$ cat config.mk
export PLATFORM = sky130hd
export DESIGN_NAME = mux_scan_ctrl_flat
export DESIGN_NICKNAME = d
export VERILOG_FILES = /design/src/rtl/mux_scan_ctrl_if.sv /design/src/rtl/mux_scan_ctrl.sv /design/src/flat_wrapper.sv
export SDC_FILE = /design/constraint.sdc
export NUM_CORES = 1
export LEC_CHECK = 0
export CAP_MARGIN = 20
export CORE_MARGIN = 1.5
export CORE_UTILIZATION = 45
export DETAILED_ROUTE_END_ITERATION = 6
export PLACE_DENSITY = 0.79
export RECOVER_POWER = 50
export SKIP_CTS_REPAIR_TIMING = 1
export SYNTH_ARGS = -nofsm -noshare
export SYNTH_HDL_FRONTEND = slang
export SYNTH_SLANG_ARGS = --single-unit
$ cat constraint.sdc
create_clock -name clk -period 3.2 [get_ports clk]
set_input_delay 0.64 -clock clk [delete_from_list [all_inputs] [get_ports clk]]
set_output_delay 0.64 -clock clk [all_outputs]
set_load 0.005 [all_outputs]
$ cat src/rtl/mux_scan_ctrl_if.sv
// -----------------------------------------------------------------------------
// mux_scan_ctrl_if
// Groups the scan handshake and the 8-to-1 mux connections of mux_scan_ctrl.
//
// Signals:
//   start  : scan request (sampled only while the controller is idle)
//   abort  : terminates an active scan
//   y      : Y output of the external 8-to-1 mux being scanned
//   sel    : mux select, sel[2]=S2, sel[1]=S1, sel[0]=S0
//   g_n    : active-low mux enable (G_n)
//   busy   : controller not idle
//   done   : one-cycle pulse after a complete scan
//   data   : captured channels, data[i] = D(i)
//   parity : XOR of the captured channels (only with MUX_SCAN_PARITY_EN)
//
// Modports:
//   master : the side that requests scans and owns the mux (drives start/abort/y)
//   slave  : the controller itself
//
// Build option: define MUX_SCAN_PARITY_EN to add the parity signal.
// -----------------------------------------------------------------------------
interface mux_scan_ctrl_if;
  logic       start;
  logic       abort;
  logic       y;
  logic [2:0] sel;
  logic       g_n;
  logic       busy;
  logic       done;
  logic [7:0] data;
`ifdef MUX_SCAN_PARITY_EN
  logic       parity;

  modport master (
    output start, abort, y,
    input  sel, g_n, busy, done, data, parity
  );

  modport slave (
    input  start, abort, y,
    output sel, g_n, busy, done, data, parity
  );
`else
  modport master (
    output start, abort, y,
    input  sel, g_n, busy, done, data
  );

  modport slave (
    input  start, abort, y,
    output sel, g_n, busy, done, data
  );
`endif
endinterface

$ cat src/rtl/mux_scan_ctrl.sv
// -----------------------------------------------------------------------------
// mux_scan_ctrl
// Walks the select lines of an external 8-to-1 mux through channels 0..7,
// holds each select value for SETTLE cycles so the mux output can settle,
// then captures Y into data[sel]. A full scan ends with a one-cycle done
// pulse; an abort ends it early, keeping whatever channels were already
// captured.
//
// Parameters:
//   SETTLE : cycles each select value is held before Y is sampled (1..4)
//
// Ports:
//   clk  : clock, all state changes on the rising edge
//   rst  : asynchronous, active-high reset
//   bus  : mux_scan_ctrl_if.slave (start, abort, y, sel, g_n, busy, done,
//          data and, when enabled, parity)
//
// Build option: MUX_SCAN_PARITY_EN adds the registered parity output
// (XOR of the eight captured bits, updated when a full scan completes).
//
// All outputs come straight from registers.
// -----------------------------------------------------------------------------
module mux_scan_ctrl #(
  parameter int SETTLE = 1
) (
  input  logic            clk,
  input  logic            rst,
  mux_scan_ctrl_if.slave  bus
);

  // State encoding
  localparam logic [1:0] S_IDLE = 2'b00;
  localparam logic [1:0] S_SCAN = 2'b01;
  localparam logic [1:0] S_DONE = 2'b10;

  // Last value of the hold counter before Y is sampled (SETTLE is 1..4).
  localparam logic [1:0] CNT_LAST = 2'(SETTLE - 1);

  logic [1:0] state_q, state_d;
  logic [1:0] cnt_q,   cnt_d;
  logic [2:0] sel_q,   sel_d;
  logic       g_n_q,   g_n_d;
  logic       busy_q,  busy_d;
  logic       done_q,  done_d;
  logic [7:0] data_q,  data_d;

`ifdef MUX_SCAN_PARITY_EN
  logic       parity_q, parity_d;

  // Even parity across the eight captured channels.
  function automatic logic calc_parity(input logic [7:0] bits);
    calc_parity = ^bits;
  endfunction
`endif

  // Next-state and output-register logic for the scan sequencer
  always_comb begin
    state_d = state_q;
    cnt_d   = cnt_q;
    sel_d   = sel_q;
    g_n_d   = g_n_q;
    data_d  = data_q;
    done_d  = 1'b0;
`ifdef MUX_SCAN_PARITY_EN
    parity_d = parity_q;
`endif

    case (state_q)
      S_IDLE: begin
        // abort wins over a simultaneous start
        if (bus.start && !bus.abort) begin
          state_d = S_SCAN;
          sel_d   = 3'd0;
          g_n_d   = 1'b0;
          cnt_d   = 2'd0;
        end else begin
          state_d = S_IDLE;
        end
      end

      S_SCAN: begin
        if (bus.abort) begin
          // Leave already-captured channels untouched; no sample on this edge.
          state_d = S_IDLE;
          g_n_d   = 1'b1;
          sel_d   = 3'd0;
          cnt_d   = 2'd0;
        end else if (cnt_q == CNT_LAST) begin
          // Only sample while the mux is enabled so a floating Y never lands in data.
          if (!g_n_q) begin
            data_d[sel_q] = bus.y;
          end else begin
            data_d = data_q;
          end
          cnt_d = 2'd0;
          if (sel_q == 3'd7) begin
            // Last channel: disable the mux but leave sel parked on 7 until DONE.
            g_n_d   = 1'b1;
            state_d = S_DONE;
          end else begin
            sel_d = sel_q + 3'd1;
          end
        end else begin
          cnt_d = cnt_q + 2'd1;
        end
      end

      S_DONE: begin
        // done is registered here, so it appears one edge after DONE is entered.
        state_d = S_IDLE;
        sel_d   = 3'd0;
        done_d  = 1'b1;
`ifdef MUX_SCAN_PARITY_EN
        parity_d = calc_parity(data_q);
`endif
      end

      default: begin
        state_d = S_IDLE;
        sel_d   = 3'd0;
        g_n_d   = 1'b1;
        cnt_d   = 2'd0;
      end
    endcase

    busy_d = (state_d != S_IDLE);
  end

  // State and output registers with asynchronous reset
  always_ff @(posedge clk or posedge rst) begin
    if (rst) begin
      state_q <= S_IDLE;
      cnt_q   <= 2'd0;
      sel_q   <= 3'd0;
      g_n_q   <= 1'b1;
      busy_q  <= 1'b0;
      done_q  <= 1'b0;
      data_q  <= 8'h00;
    end else begin
      state_q <= state_d;
      cnt_q   <= cnt_d;
      sel_q   <= sel_d;
      g_n_q   <= g_n_d;
      busy_q  <= busy_d;
      done_q  <= done_d;
      data_q  <= data_d;
    end
  end

`ifdef MUX_SCAN_PARITY_EN
  // Parity register, only updated when a full scan completes
  always_ff @(posedge clk or posedge rst) begin
    if (rst) begin
      parity_q <= 1'b0;
    end else begin
      parity_q <= parity_d;
    end
  end

  assign bus.parity = parity_q;
`endif

  assign bus.sel  = sel_q;
  assign bus.g_n  = g_n_q;
  assign bus.busy = busy_q;
  assign bus.done = done_q;
  assign bus.data = data_q;

endmodule

$ cat src/flat_wrapper.sv
// flat-port wrapper written by rule: the top's interface ports become plain ports
module mux_scan_ctrl_flat 
#(
  parameter int SETTLE = 1
)
  (clk, rst, bus_start, bus_abort, bus_y, bus_sel, bus_g_n, bus_busy, bus_done, bus_data);
  mux_scan_ctrl_if bus_i ();
  input  logic clk;
  input  logic rst;
  input wire logic [$bits(bus_i.start)-1:0] bus_start;
  input wire logic [$bits(bus_i.abort)-1:0] bus_abort;
  input wire logic [$bits(bus_i.y)-1:0] bus_y;
  output wire logic [$bits(bus_i.sel)-1:0] bus_sel;
  output wire logic [$bits(bus_i.g_n)-1:0] bus_g_n;
  output wire logic [$bits(bus_i.busy)-1:0] bus_busy;
  output wire logic [$bits(bus_i.done)-1:0] bus_done;
  output wire logic [$bits(bus_i.data)-1:0] bus_data;
  assign bus_i.start = bus_start;
  assign bus_i.abort = bus_abort;
  assign bus_i.y = bus_y;
  assign bus_sel = bus_i.sel;
  assign bus_g_n = bus_i.g_n;
  assign bus_busy = bus_i.busy;
  assign bus_done = bus_i.done;
  assign bus_data = bus_i.data;
  mux_scan_ctrl #(.SETTLE(SETTLE)) u_core (.clk(clk), .rst(rst), .bus(bus_i));
endmodule
# Yosys cells after proc, flatten, opt, wreduce, memory -nomap -nowiden

Cells that the tools add are included.

Bits of input ports: 5
Register bits after elaboration: 18

Multiplexer cells: 23
Equal/unequal tests: 7
Reduce and logical (&&, ||, !) cells: 10
Bitwise operators: 3
Add/subtract/negate cells: 2
$lt $le $gt $ge: 2

Operator list:

| kind                | count |
|---|---|
| $mux 2              | 6 |
| $mux 3              | 4 |
| $bwmux 8            | 1 |
| $reduce_and 4->1    | 2 |
| $mux 1              | 7 |
| $ne 3x2->1 const B  | 2 |
| $pmux 2 s3          | 1 |
| $pmux 3 s2          | 1 |
| $logic_not 2->1     | 2 |
| $lt 3x4->1 const B  | 1 |
| $pmux 2 s2          | 1 |
| $add 3x1->3 const B | 1 |
| $demux 1 s3         | 1 |
| $eq 3x3->1 const B  | 1 |
| $ge 3x1->1 const B  | 1 |
| $ne 3x3->1 const B  | 1 |
| $not 1->1           | 3 |
| $pmux 1 s3          | 1 |
| $reduce_and 3->1    | 1 |
| $add 2x1->2 const B | 1 |
| $eq 2x1->1 const B  | 1 |
| $eq 2x2->1 const B  | 1 |
| $logic_and 1x1->1   | 2 |
| $ne 2x1->1 const B  | 1 |
| 3 further kinds     | 3 |

# Depth between registers and ports, before layout

Word-level depth: 6
Gate-level depth with buffers: 5

# Worst setup path before layout

Ideal clock, no wire load.

Path type: register to register
Start: register u_core.sel_q[0], in the netlist u_core.bus.sel[0]
End: register u_core.sel_q[0], in the netlist u_core.bus.sel[0]
Data arrival time: 1.419 ns
Clock period less this slack: 1.544 ns
Cell stages (with the launch flop): 6
Data required time: 3.075 ns
Path slack: 1.656 ns
Cells stage by stage: dfrtp_1 -> ha_1 -> ha_1 -> nand2b_1 -> o2bb2ai_1 -> mux2_2

Word-level cells in the longest chain between the ends: 5

Ends and longest elaborated chain:

| element                | line                 | text |
|---|---|---|
| start, declared        | mux_scan_ctrl.sv:41  | `logic [2:0] sel_q, sel_d;` |
| start signal, assigned | mux_scan_ctrl.sv:142 | `sel_q <= sel_d;` |
| $add 3x1->3            | mux_scan_ctrl.sv:101 | `sel_d = sel_q + 3'd1;` |
| $mux 3                 | mux_scan_ctrl.sv:96  | `if (sel_q == 3'd7) begin` |
| $mux 3                 | mux_scan_ctrl.sv:88  | `end else if (cnt_q == CNT_LAST) begin` |
| $mux 3                 | mux_scan_ctrl.sv:82  | `if (bus.abort) begin` |
| $pmux 3 s2             | mux_scan_ctrl.sv:68  | `case (state_q)` |

Several ways; a longest one is shown, not always the timed one. The select of a mux whose other input is x is not followed.
A chain may end at the register's enable or synchronous reset.

# Final worst setup path

Start: register u_core.g_n_q, in the netlist u_core.bus.g_n
End: output port bus_g_n

RTL lines:

| element                | line                 | text |
|---|---|---|
| start, declared        | mux_scan_ctrl.sv:42  | `logic g_n_q, g_n_d;` |
| start signal, assigned | mux_scan_ctrl.sv:143 | `g_n_q <= g_n_d;` |
| end, declared          | flat_wrapper.sv:14   | `output wire logic [$bits(bus_i.g_n)-1:0] bus_g_n;` |

No word-level cell between the ends.

==> summary.md <==
| Metric | Value |
|---|---|
| Crit path time final | 2.05 ns |
| Number of remaining DRC errors | 0 |
| Synthesized flop and latch total | 18 |
| Crit-path max cell delay | 0.60 ns |
| Clock buffer depth | 2 |
| Final cycle utilization of the critical path | 64.2% |
| Power Dens Cells | 426 nW/um2 |
| Starting Density | 49.7% |
| Number of global-route vias before repair | 632 |
| Fillers | 158 |
| Mean Syn Cell Area | 12.4 um2 |
| DP Worst Slack | 1.04 ns |
| Inserted Diodes | 0 |
| Share of cells above drive strength 1 | 14.0% |
| Final Hold Vio Count | 0 |
| Vias | 611 |
| Count leader, synth | dfrtp_1 |
| Ys flop type | dfrtp_1 |
| Syn nets | 81 |
| Largest net degree at the start of global routing | 19 |
| Die height | 47.6 um |
| Met3 GRT Util | 2.26% |
| Post-route insts no fill | 118 |
| Clock Root Buffer | clkbuf_4 |
| Die Outline Area | 2260 um2 |
| Row count | 15 |
| Crit path max-delay cell type | dfstp_2 |
| Sink Count | 18 |
| Crit-path leading delay family | flip-flops |
| Crit end category | output pin |
| Post-synth ARST share | 100% |
| DPL Wire Length | 1160 um |
| H-tree Lvls | 1 |
| Antenna-violating nets left | 0 |
| Final nets | 103 |
| Max transition margin | 55.3% |
| Worst-Skew Late Latency | 0.29 ns |
| GRT overflow | 0 |
| Initial DRC count | 5 |
| Number of CTS-inserted buffers | 3 |
| First-pass GRT wire length | 2750 um |
| Critical path cell sequence | clkdlybuf4s50_1 |
| Worst-margin pin slew | 0.669 ns |
| Synth top area share | 47.6% |
| Met2 usage | 27.0% |
| Hold Crit Class | reg -> reg |
| Hold Slack | 0.504 ns |
| Setup Skew | 0.00860 ns |
| Initial antenna violation count | 0 |
| 1st-pass router iterations | 4 |
| Top area cells in the synthesized netlist | dfrtp_1, mux2_2, ha_1 |
| DR vias/cell | 5.18 |
| Port Buffers | 18 |
| Lkg Pwr | 0.503 nW |
| Die X | 47.6 um |
| Post-synth top cells | dfrtp_1, mux2_2, nand2_1 |
| Placer Congestion | 0.704 |
| Util after Layout | 63.0% |
| Max Slew Vio Count | 0 |
| Most Used Layer, Global Route | met2 |
| Max-Cap Viols | 0 |
| Placed Instances | 114 |
| Drt wl/cell | 13.4 um |
| Final setup fails | 0 |
| CTS tree | done |
| Post-synth EDFFs | 0 |
| Final WS setup | 1.15 ns |
| Status | finished, final reports clean |
| Area growth, synth to finish | 26.9% |
| Seq/Total Area, Yosys | 50.5% |
| Type of origin of the critical path | register |
| Total GRT Usage | 17.5% |
| Synthesized instance count | 72 |
| WP data arrival | 1.41 ns |
| Met1 usage | 24.8% |
| Clock transition at the registers of the reported paths | 0.10 ns |
| RSZ-0062 raised after global routing | false |
| Synth area leader | dfrtp_1 |
| Fin Setup TNS | 0 ns |
| Fmax | 0.487 GHz |
| IO Pins | 19 |
| Peak supply drop | 0.315 mV |
| Buf/Inv on CP | 1 |
| Critical path class | reg -> out |
| CP Max Fanout | 7 |
| Synth warn | 0 |
| Synth Cell Area | 895 um2 |
| Routed wire length | 1580 um |
| Yosys cell types | 28 |
| Data required, critical path | 2.56 ns |
| Core ar. | 1800 um2 |
==> registers in the layout, summed over array words and instances (netlist names) <==
| name | flops |
|---|---|
| u_core.bus.busy | 1 |
| u_core.bus.data | 8 |
| u_core.bus.done | 1 |
| u_core.bus.g_n | 1 |
| u_core.bus.sel | 3 |
| u_core.cnt_q | 2 |
| u_core.state_q | 2 |
==> cell usage in the layout (no fill, tap or decap), types with 3 or more instances in the layout <==
cell type         n
clkbuf_4          3
clkdlybuf4s50_1  16
dfrtp_1          17
ha_1              4
inv_1             3
mux2_2            7
nand2_1           6
nand2b_1          3
nor2b_1           4
==> final timing paths <==
| kind | startpoint | depth (start not counted) | slack [ns] | endpoint |
|---|---|---|---|---|
| worst max-delay path | u_core.bus.g_n | 1 | 1.15 | bus_g_n |
| worst min-delay path | u_core.cnt_q[0] | 1 | 0.50 | u_core.cnt_q[0] |
| worst max register to register | u_core.bus.sel[1] | 5 | 1.47 | u_core.bus.sel[0] |
| worst min register to register | u_core.cnt_q[0] | 1 | 0.50 | u_core.cnt_q[0] |
| max in group asynchronous | rst | 2 | 1.90 | u_core.bus.done |
| min in group asynchronous | rst | 2 | 0.87 | u_core.bus.data[2] |
==> layer usage <==
layer | up-vias | part of all wire [%]
met5 | - | 0
met4 | 0 | 1.5
met3 | 4 | 1.9
met2 | 11 | 48
met1 | 292 | 48
li1 | 304 | -
==> stage by stage <==
stage          instance area [um2]  power, W
2_1_floorplan                  895  0.000303
3_3_place_gp                  1100  0.000349
3_5_place_dp                  1100  0.000352
4_1_cts                       1130  0.000492
5_1_grt                       1130  0.000510
6_report                      1130  0.000484
==> area by class of cell <==
class / instances / area (um2) / share of cell area (%)
sequential: 18 / 452 / 39.8
inverter: 3 / 11.3 / 0.992
clock buffer: 4 / 36.3 / 3.20
timing repair buffer: 18 / 180 / 15.9
multi-input combinational: 50 / 424 / 37.4
tap: 25 / 31.3 / 2.76
==> cells by family (layout without fill, tap and decap cells) <==
| kind of cell | after synthesis | in the layout | synth area share (%) |
|---|---|---|---|
| multiplexers | 11 | 11 | 13.6 |
| AO/OA/AOI/OAI | 8 | 8 | 6.99 |
| AND/OR/NAND/NOR | 27 | 27 | 21.3 |
| adder cells (fa/ha/maj) | 4 | 4 | 5.59 |
| flip-flops | 18 | 18 | 50.5 |
| buffers and inverters | 4 | 25 | 2.10 |
==> power breakdown <==
group	switching, W	internal, W
clock	0.0000689	0.0000693
sequential	0.0000152	0.000247
combinational	0.0000296	0.0000540
==> worst register-to-register path, delay by kind of cell, from the launching register on <==
kind,cells,cell delay (ns)
and+or+nand+nor,1,0.13
DFF,1,0.49
muxes,1,0.38
AOI/OAI and AO/OA,1,0.21
adders and majority gates,2,0.41
(Power assumes the default switching activity.)
